File: src/rtl/seq_pkg.sv
// Shared types and sizing helpers for the serial pattern detector.
package seq_pkg;

   typedef enum logic {
      FILL  = 1'b0,
      ARMED = 1'b1
   } state_e;

   // Width needed for a counter that must reach pat_w inclusive.
   function automatic int unsigned fill_cnt_w(input int unsigned pat_w);
      return $clog2(pat_w + 1);
   endfunction

endpackage

File: src/rtl/sat_counter.sv
// Saturating up-counter with a dominant synchronous clear.
module sat_counter #(
   parameter int unsigned W = 8
) (
   input  logic         clk,
   input  logic         rst,
   input  logic         inc,
   input  logic         clr,
   output logic [W-1:0] cnt
);

   localparam logic [W-1:0] CNT_MAX = '1;

   always_ff @(posedge clk) begin
      if (rst) begin
         cnt <= '0;
      end else if (clr) begin
         cnt <= '0;
      end else if (inc && (cnt != CNT_MAX)) begin
         cnt <= cnt + W'(1);
      end
   end

endmodule

File: src/rtl/seq_pattern_detector.sv
// Serial pattern detector: loadable pattern, overlapping or non-overlapping
// detection, registered one-cycle match pulse and saturating match counter.
module seq_pattern_detector
   import seq_pkg::*;
#(
   parameter int unsigned           PAT_W       = 4,
   parameter int unsigned           CNT_W       = 8,
   parameter logic [PAT_W-1:0]      RST_PATTERN = PAT_W'(4'b1011)
) (
   input  logic             clk,
   input  logic             rst,
   input  logic             din_valid,
   input  logic             din,
   input  logic             cfg_load,
   input  logic [PAT_W-1:0] cfg_pattern,
   input  logic             cfg_overlap,
   input  logic             clear_cnt,
   output logic             match,
   output logic [CNT_W-1:0] match_cnt,
   output logic             armed
);

   localparam int unsigned FCW = fill_cnt_w(PAT_W);

   state_e           state, state_n;
   logic [PAT_W-1:0] hist, hist_n;
   logic [FCW-1:0]   fill_cnt, fill_n;
   logic [PAT_W-1:0] pattern;
   logic             overlap;

   logic [PAT_W-1:0] shifted_c;
   logic             compare_c;
   logic             last_fill_c;
   logic             hit_c;

   assign shifted_c   = {hist[PAT_W-2:0], din};
   assign compare_c   = (shifted_c == pattern);
   assign last_fill_c = (fill_cnt == FCW'(PAT_W - 1));

   // Next-state, history and hit decode.
   always_comb begin
      state_n = state;
      hist_n  = hist;
      fill_n  = fill_cnt;
      hit_c   = 1'b0;

      if (cfg_load) begin
         // A bit accepted alongside a reconfiguration is dropped.
         state_n = FILL;
         hist_n  = '0;
         fill_n  = '0;
      end else if (din_valid) begin
         case (state)
            FILL: begin
               hist_n = shifted_c;
               fill_n = fill_cnt + FCW'(1);
               if (last_fill_c) begin
                  state_n = ARMED;
                  hit_c   = compare_c;
               end
            end
            ARMED: begin
               hist_n = shifted_c;
               hit_c  = compare_c;
            end
            default: begin
               state_n = FILL;
               hist_n  = '0;
               fill_n  = '0;
            end
         endcase

         // Non-overlapping mode restarts collection after every hit.
         if (hit_c && !overlap) begin
            state_n = FILL;
            hist_n  = '0;
            fill_n  = '0;
         end
      end
   end

   always_ff @(posedge clk) begin
      if (rst) begin
         state    <= FILL;
         hist     <= '0;
         fill_cnt <= '0;
         pattern  <= RST_PATTERN;
         overlap  <= 1'b1;
         match    <= 1'b0;
         armed    <= 1'b0;
      end else begin
         state    <= state_n;
         hist     <= hist_n;
         fill_cnt <= fill_n;
         match    <= hit_c;
         armed    <= (state_n == ARMED);
         if (cfg_load) begin
            pattern <= cfg_pattern;
            overlap <= cfg_overlap;
         end
      end
   end

   sat_counter #(
      .W (CNT_W)
   ) u_match_cnt (
      .clk (clk),
      .rst (rst),
      .inc (hit_c),
      .clr (clear_cnt),
      .cnt (match_cnt)
   );

endmodule
File: config.mk
export PLATFORM = sky130hd
export DESIGN_NAME = seq_pattern_detector
export DESIGN_NICKNAME = d
export VERILOG_FILES = /design/src/rtl/seq_pkg.sv /design/src/rtl/sat_counter.sv /design/src/rtl/seq_pattern_detector.sv
export SDC_FILE = /design/constraint.sdc
export NUM_CORES = 1
export LEC_CHECK = 0
export BUFFER_PORTS_ARGS = -buffer_cell sky130_fd_sc_hd__buf_2
export CORE_MARGIN = 4
export CORE_UTILIZATION = 47
export CTS_BUF_LIST = sky130_fd_sc_hd__clkbuf_8
export DETAILED_ROUTE_END_ITERATION = 6
export GPL_TIMING_DRIVEN = 0
export PLACE_DENSITY_LB_ADDON = 0.08
export SLEW_MARGIN = 20
export SYNTH_ARGS = -nofsm -noshare
export SYNTH_HDL_FRONTEND = slang
export SYNTH_HIERARCHICAL = 1
export SYNTH_SLANG_ARGS = --single-unit
File: constraint.sdc
create_clock -name clk -period 4.25 [get_ports clk]
set_clock_uncertainty 0.05 [all_clocks]
set_input_delay 0.85 -clock clk [delete_from_list [all_inputs] [get_ports clk]]
set_output_delay 0.85 -clock clk [all_outputs]
set_load 0.1 [all_outputs]
After elaboration in Yosys (flattened, before gate mapping):

Cells that the tools add are included.

* logic and storage cells: 32
* input port bits: 11
* output and inout port bits: 10
* register bits after elaboration: 21

* mux-type cells: 12
* add/sub/neg operators: 2
* bitwise gates (word level): 1
* reductions and logical operators: 6
* equal/unequal tests: 4

Operators by type and width (count)
* 3-bit two-way mux: 3
* 8-bit by 1-bit adder with 8-bit output (second input constant): 1
* 1-bit two-way mux: 8
* 8-bit != test (second input constant): 1
* 4-bit equality test: 1
* 2-bit OR reduction: 2
* 3-bit by 1-bit adder with 3-bit output (second input constant): 1
* 3-bit by 2-bit equality test with 1-bit output (second input constant): 1
* 1-bit logical AND: 2
* 2-bit by 1-bit != test with 1-bit output (second input constant): 1
* 1-bit case mux with 2 select lines: 1
* 2-bit AND reduction: 1
* 1-bit zero test: 1
* 1-bit NOT: 1

Depth between registers and ports, before layout:

* word-level depth: 8
* mapped depth: 9
* gate-level depth less buffers: 9

By module:

Netlist, hierarchy kept.

Modules (own cells, without submodules)
* seq_pattern_detector: instances 1, cells each 71, area each 663.1 um^2, seq. area each 260.2 um^2
* sat_counter: instances 1, cells each 47, area each 435.4 um^2, seq. area each 160.2 um^2

Least setup slack after synthesis:

Ideal clock, no wire load.

* kind: reg-to-reg
* from: reg state
* to: reg u_match_cnt.cnt[5]
* stages on the path, launching flop included: 8
* arrival: 2.387 ns
* setup time: 0.100 ns
* setup slack: 1.713 ns
* period minus slack after synthesis: 2.537 ns
* path buffers: 0
* data required time: 4.100 ns
* cells stage by stage: dfxtp_1 -> nor2_2 -> nor3_1 -> nand2_1 -> nor2_1 -> and4_1 -> a31oi_1 -> a2111oi_4

* word-level cells in the longest chain between the ends: 7

Ends and longest elaborated chain
* start, declared: line seq_pattern_detector.sv:25 `state_e state, state_n;`
* start signal, assigned: line seq_pattern_detector.sv:92 `state <= state_n;`
* 1-bit NOT
* 1-bit case mux with 2 select lines *: line seq_pattern_detector.sv:53 `case (state)`
* 1-bit two-way mux *: line seq_pattern_detector.sv:52 `end else if (din_valid) begin`
* 1-bit two-way mux *: line seq_pattern_detector.sv:47 `if (cfg_load) begin`
* 1-bit two-way mux *: line seq_pattern_detector.sv:52
* 1-bit two-way mux *: line seq_pattern_detector.sv:47
* net hit_c: line seq_pattern_detector.sv:34 `logic hit_c;`
* 1-bit logical AND *: line sat_counter.sv:19 `end else if (inc && (cnt != CNT_MAX)) begin`
* end signal, assigned: line sat_counter.sv:20 `cnt <= cnt + W'(1);`
* end, declared: line sat_counter.sv:9 `output logic [W-1:0] cnt`

Mark *: on every way through the listed nets, which the timed path passes. The rest lies on a longest branch. The select of a mux whose other input is x is not followed.
A chain may end at the register's enable or synchronous reset.

Final worst setup path:

* from: in din
* to: reg u_match_cnt.cnt[5]

* word-level cells in the longest chain between the ends: 8

Ends and longest elaborated chain
* start, declared: line seq_pattern_detector.sv:13 `input logic din,`
* 4-bit equality test *: line seq_pattern_detector.sv:37 `assign compare_c = (shifted_c == pattern);`
* 1-bit two-way mux: line seq_pattern_detector.sv:57 `if (last_fill_c) begin`
* 1-bit case mux with 2 select lines *: line seq_pattern_detector.sv:53
* 1-bit two-way mux *: line seq_pattern_detector.sv:52
* 1-bit two-way mux *: line seq_pattern_detector.sv:47
* 1-bit two-way mux *: line seq_pattern_detector.sv:52
* 1-bit two-way mux *: line seq_pattern_detector.sv:47
* net hit_c: line seq_pattern_detector.sv:34
* 1-bit logical AND *: line sat_counter.sv:19

Marked as above.

==> flow_summary.rst <==
.. list-table::
   :header-rows: 1

   * - Metric
     - Value
   * - Count of max-cap constraint violations
     - 0
   * - Count of endpoints failing hold in the final timing report
     - 0
   * - Number of buffers on the longest clock path
     - 2
   * - Number of design rule violations left after detail routing
     - 0
   * - Maximum net fanout on the critical path
     - 7
   * - Crit path buf inv count
     - 1
   * - Die W
     - about 56 microns
   * - Latest clock arrival within the worst-skew pair
     - approximately 260 ps
   * - Critical path data arrival time
     - roughly 2600 ps
   * - Maximum number of pins on one net before global-route repair
     - 12
   * - Kind of path behind the tightest hold check
     - reg -> reg
   * - Cts repair resizes
     - 0
   * - Yosys warning count
     - 6
   * - Average cell area after synthesis
     - just over 9 sq um
   * - Post-CTS Hold Fix Bufs
     - 0
   * - Length of the first detailed-routing pass in iterations
     - 4
   * - Total area of multi-input combinational cells
     - around 630 sq um
   * - Fraction of synthesis flops using an asynchronous set or reset pin
     - 0
   * - Worst vdd rail ir drop
     - around 0.0002 V
   * - Wire length of the first global-routing pass
     - 3810 microns
   * - Total met2 wirelength after detailed routing
     - 939 microns
   * - Initial core utilization
     - 0.497
   * - Detailed-route via count
     - 892
   * - Final setup margin
     - roughly 1800 ps
   * - Layout filler cell count
     - about 210
   * - TNS Setup
     - 0 ps
   * - Most frequent cells in the layout
     - buf_2 (21), dfxtp_1 (21), nand2_1 (13), a21oi_1 (9), inv_1 (6)
   * - Clock-pin slew on the worst setup and hold paths
     - 80 ps
   * - Fin. max-slew vios
     - 0
   * - Ratio of final minimum period to clock period
     - 0.588
   * - Number of nets in the layout
     - ~160
   * - All-Layer GR Usage
     - 0.151
   * - Unrepaired setup endpoints after global routing
     - no
   * - Y dimension of the die
     - about 56 microns
   * - Final-report setup violation count
     - 0
   * - Cell at the slowest stage of the critical path
     - nor3_4
   * - Number of DRC violations after detailed-routing iteration 0
     - 29
   * - Max layer used
     - met4
   * - Main synth FF type
     - dfxtp_1
   * - TritonCTS clock tree
     - yes
   * - Final critical delay including setup and external delays
     - 2500 ps
   * - H-tree levels
     - 1
   * - Post-synthesis to final-layout area growth
     - 15.9%
   * - Antenna violations before repair
     - 0
   * - Post-synthesis sequential area ratio
     - 0.383
   * - Slew at the pin with the worst max-slew slack
     - 488 ps
   * - Total Die Area
     - 0.00317 sq mm
   * - Vias in the first global route
     - between 800 and 900
   * - Critical path capture point type
     - flop
   * - Crit path largest cell delay
     - ~330 ps
   * - Floorplan row count
     - 17
   * - Cell count after synthesis
     - roughly 120
   * - Post-DP HPWL
     - between 1500 and 2000 microns
   * - Maximum clock frequency
     - roughly 0.4 GHz
   * - Leakage power total
     - roughly 0.00055 uW
   * - Type of origin of the critical path
     - input port
   * - Proportion of layout cells with a drive suffix above 1
     - 0.270
   * - Total gr overflow
     - 0
   * - Ratio of routed vias to standard cells
     - roughly 5.3
   * - Worst rel slew slack
     - 0.677
   * - Antenna cells
     - 0
   * - Net count after synthesis
     - 132
   * - Num ports
     - 21
   * - Met3 Wirelength
     - between 70 and 80 microns
   * - Worst setup timing slack at the placement stage
     - approximately 1500 ps
   * - Number of synthesized flops with an enable pin
     - 0
   * - Routability congestion estimate
     - about 0.79
   * - Port Buffer Count
     - 19
   * - Sequential cell area
     - 420 sq um
   * - Post-synth design cell area
     - approximately 0.0011 sq mm
   * - Postcts setup bufs
     - 0
   * - Status
     - complete, no violations
   * - Total wire length after detailed routing
     - between 2000 and 2500 microns
   * - Core region area
     - approximately 0.0022 sq mm
   * - Critical path start-end classification
     - in -> reg
   * - Required time of the critical path
     - about 4400 ps
   * - Cell-by-cell listing of the critical path
     - buf_2 > nor2b_1 > nor3_4 > nand2_1 > nor2_1 > and4_1 > a31oi_1 > a2111oi_4
   * - Average wire length per cell after detail routing
     - ~13 microns
   * - Sinks on Clock Net
     - 21
   * - Antenna Nets Post-Route
     - 0
   * - Yosys cell types
     - 38
   * - Final Util
     - 0.576
   * - Number of synthesized register bits
     - 21
   * - CTS root buf
     - clkbuf_8
   * - PwrDens
     - around 290 mW/mm^2
   * - Top cell family by delay on the critical path
     - simple AND/OR/NAND/NOR gates
   * - Total clock buffers created by CTS
     - 3
   * - Post-route met1 wirelength
     - 1100 microns
==> routing by layer <==
metal	GRT usage	vias to the layer above
met5	0	-
met4	0.0847	0
met3	0.0230	4
met2	0.239	11
met1	0.194	401
li1	-	476
==> report_power, final <==
group          switching [uW]  leakage (uW)  internal (uW)
logic                    17.6      0.000349           14.2
clock network            63.7     0.0000269           64.4
registers                3.58      0.000171            201
==> cell usage after synthesis, drive strengths merged, types with 2 or more instances <==
master | instances | area (sq um)
mux2i | 5 | 50.1
a21boi | 3 | 26.3
nand2 | 13 | 48.8
a2111oi | 2 | 42.5
a31oi | 2 | 12.5
nor2b | 5 | 31.3
dfxtp | 21 | 420
xor2 | 3 | 26.3
a211o | 4 | 35.0
nand3 | 2 | 10.0
nor2 | 6 | 25.0
nor3 | 4 | 31.3
buf | 4 | 28.8
nor4 | 3 | 33.8
inv | 5 | 18.8
a21o | 3 | 26.3
nand4 | 2 | 12.5
or3 | 3 | 18.8
and4 | 2 | 17.5
and3 | 5 | 32.5
ha | 3 | 37.5
a21oi | 9 | 45.0
a32o | 2 | 22.5
==> cell families after synthesis <==
logic type,after synthesis,share of synthesized area
buffers and inverters,10,0.0467
XOR/XNOR,3,0.0239
AO/OA/AOI/OAI,26,0.196
AND/OR/NAND/NOR,50,0.271
adder cells (fa/ha/maj),3,0.0342
flip-flops,21,0.383
multiplexers,5,0.0456
==> tightest hold or removal path: stages, from the launching register on <==
cell	delay, ps
dfxtp_1	330
nand2_1	60
a21oi_1	50
==> worst paths after layout <==
kind          startpoint            endpoint  slack, ps  cells past startpoint
min reg2reg      hist[2]             hist[2]        430                      2
max                  din  u_match_cnt/cnt[5]       1750                      8
min              hist[2]             hist[2]        430                      2
max reg2reg  fill_cnt[0]  u_match_cnt/cnt[5]       2010                      9
==> state kept, by name, summed over array words and instances (netlist names) <==
register and count:
state 1, pattern 4, hist 3, overlap 1
match 1, u_match_cnt/cnt 8, fill_cnt 3
==> area by class of cell <==
cell class	count	share of cell area
buffer	5	0.0255
clock buffer	3	0.0324
clock inverter	1	0.00295
inverter	5	0.0147
multi-input combinational	87	0.492
sequential	21	0.330
tap	28	0.0275
timing repair buffer	19	0.0747
==> stage by stage <==
stage | hold slack [ps] | instance area (sq um) | total power, uW | std cells
floorplan | 398 | 1100 | 230 | 118
global placement | 411 | 1230 | 240 | 165
detailed placement | 427 | 1230 | 241 | 165
CTS | 437 | 1270 | 369 | 169
global route | 481 | 1270 | 383 | 169
finish | 432 | 1270 | 364 | 169
(Power assumes the default switching activity.)
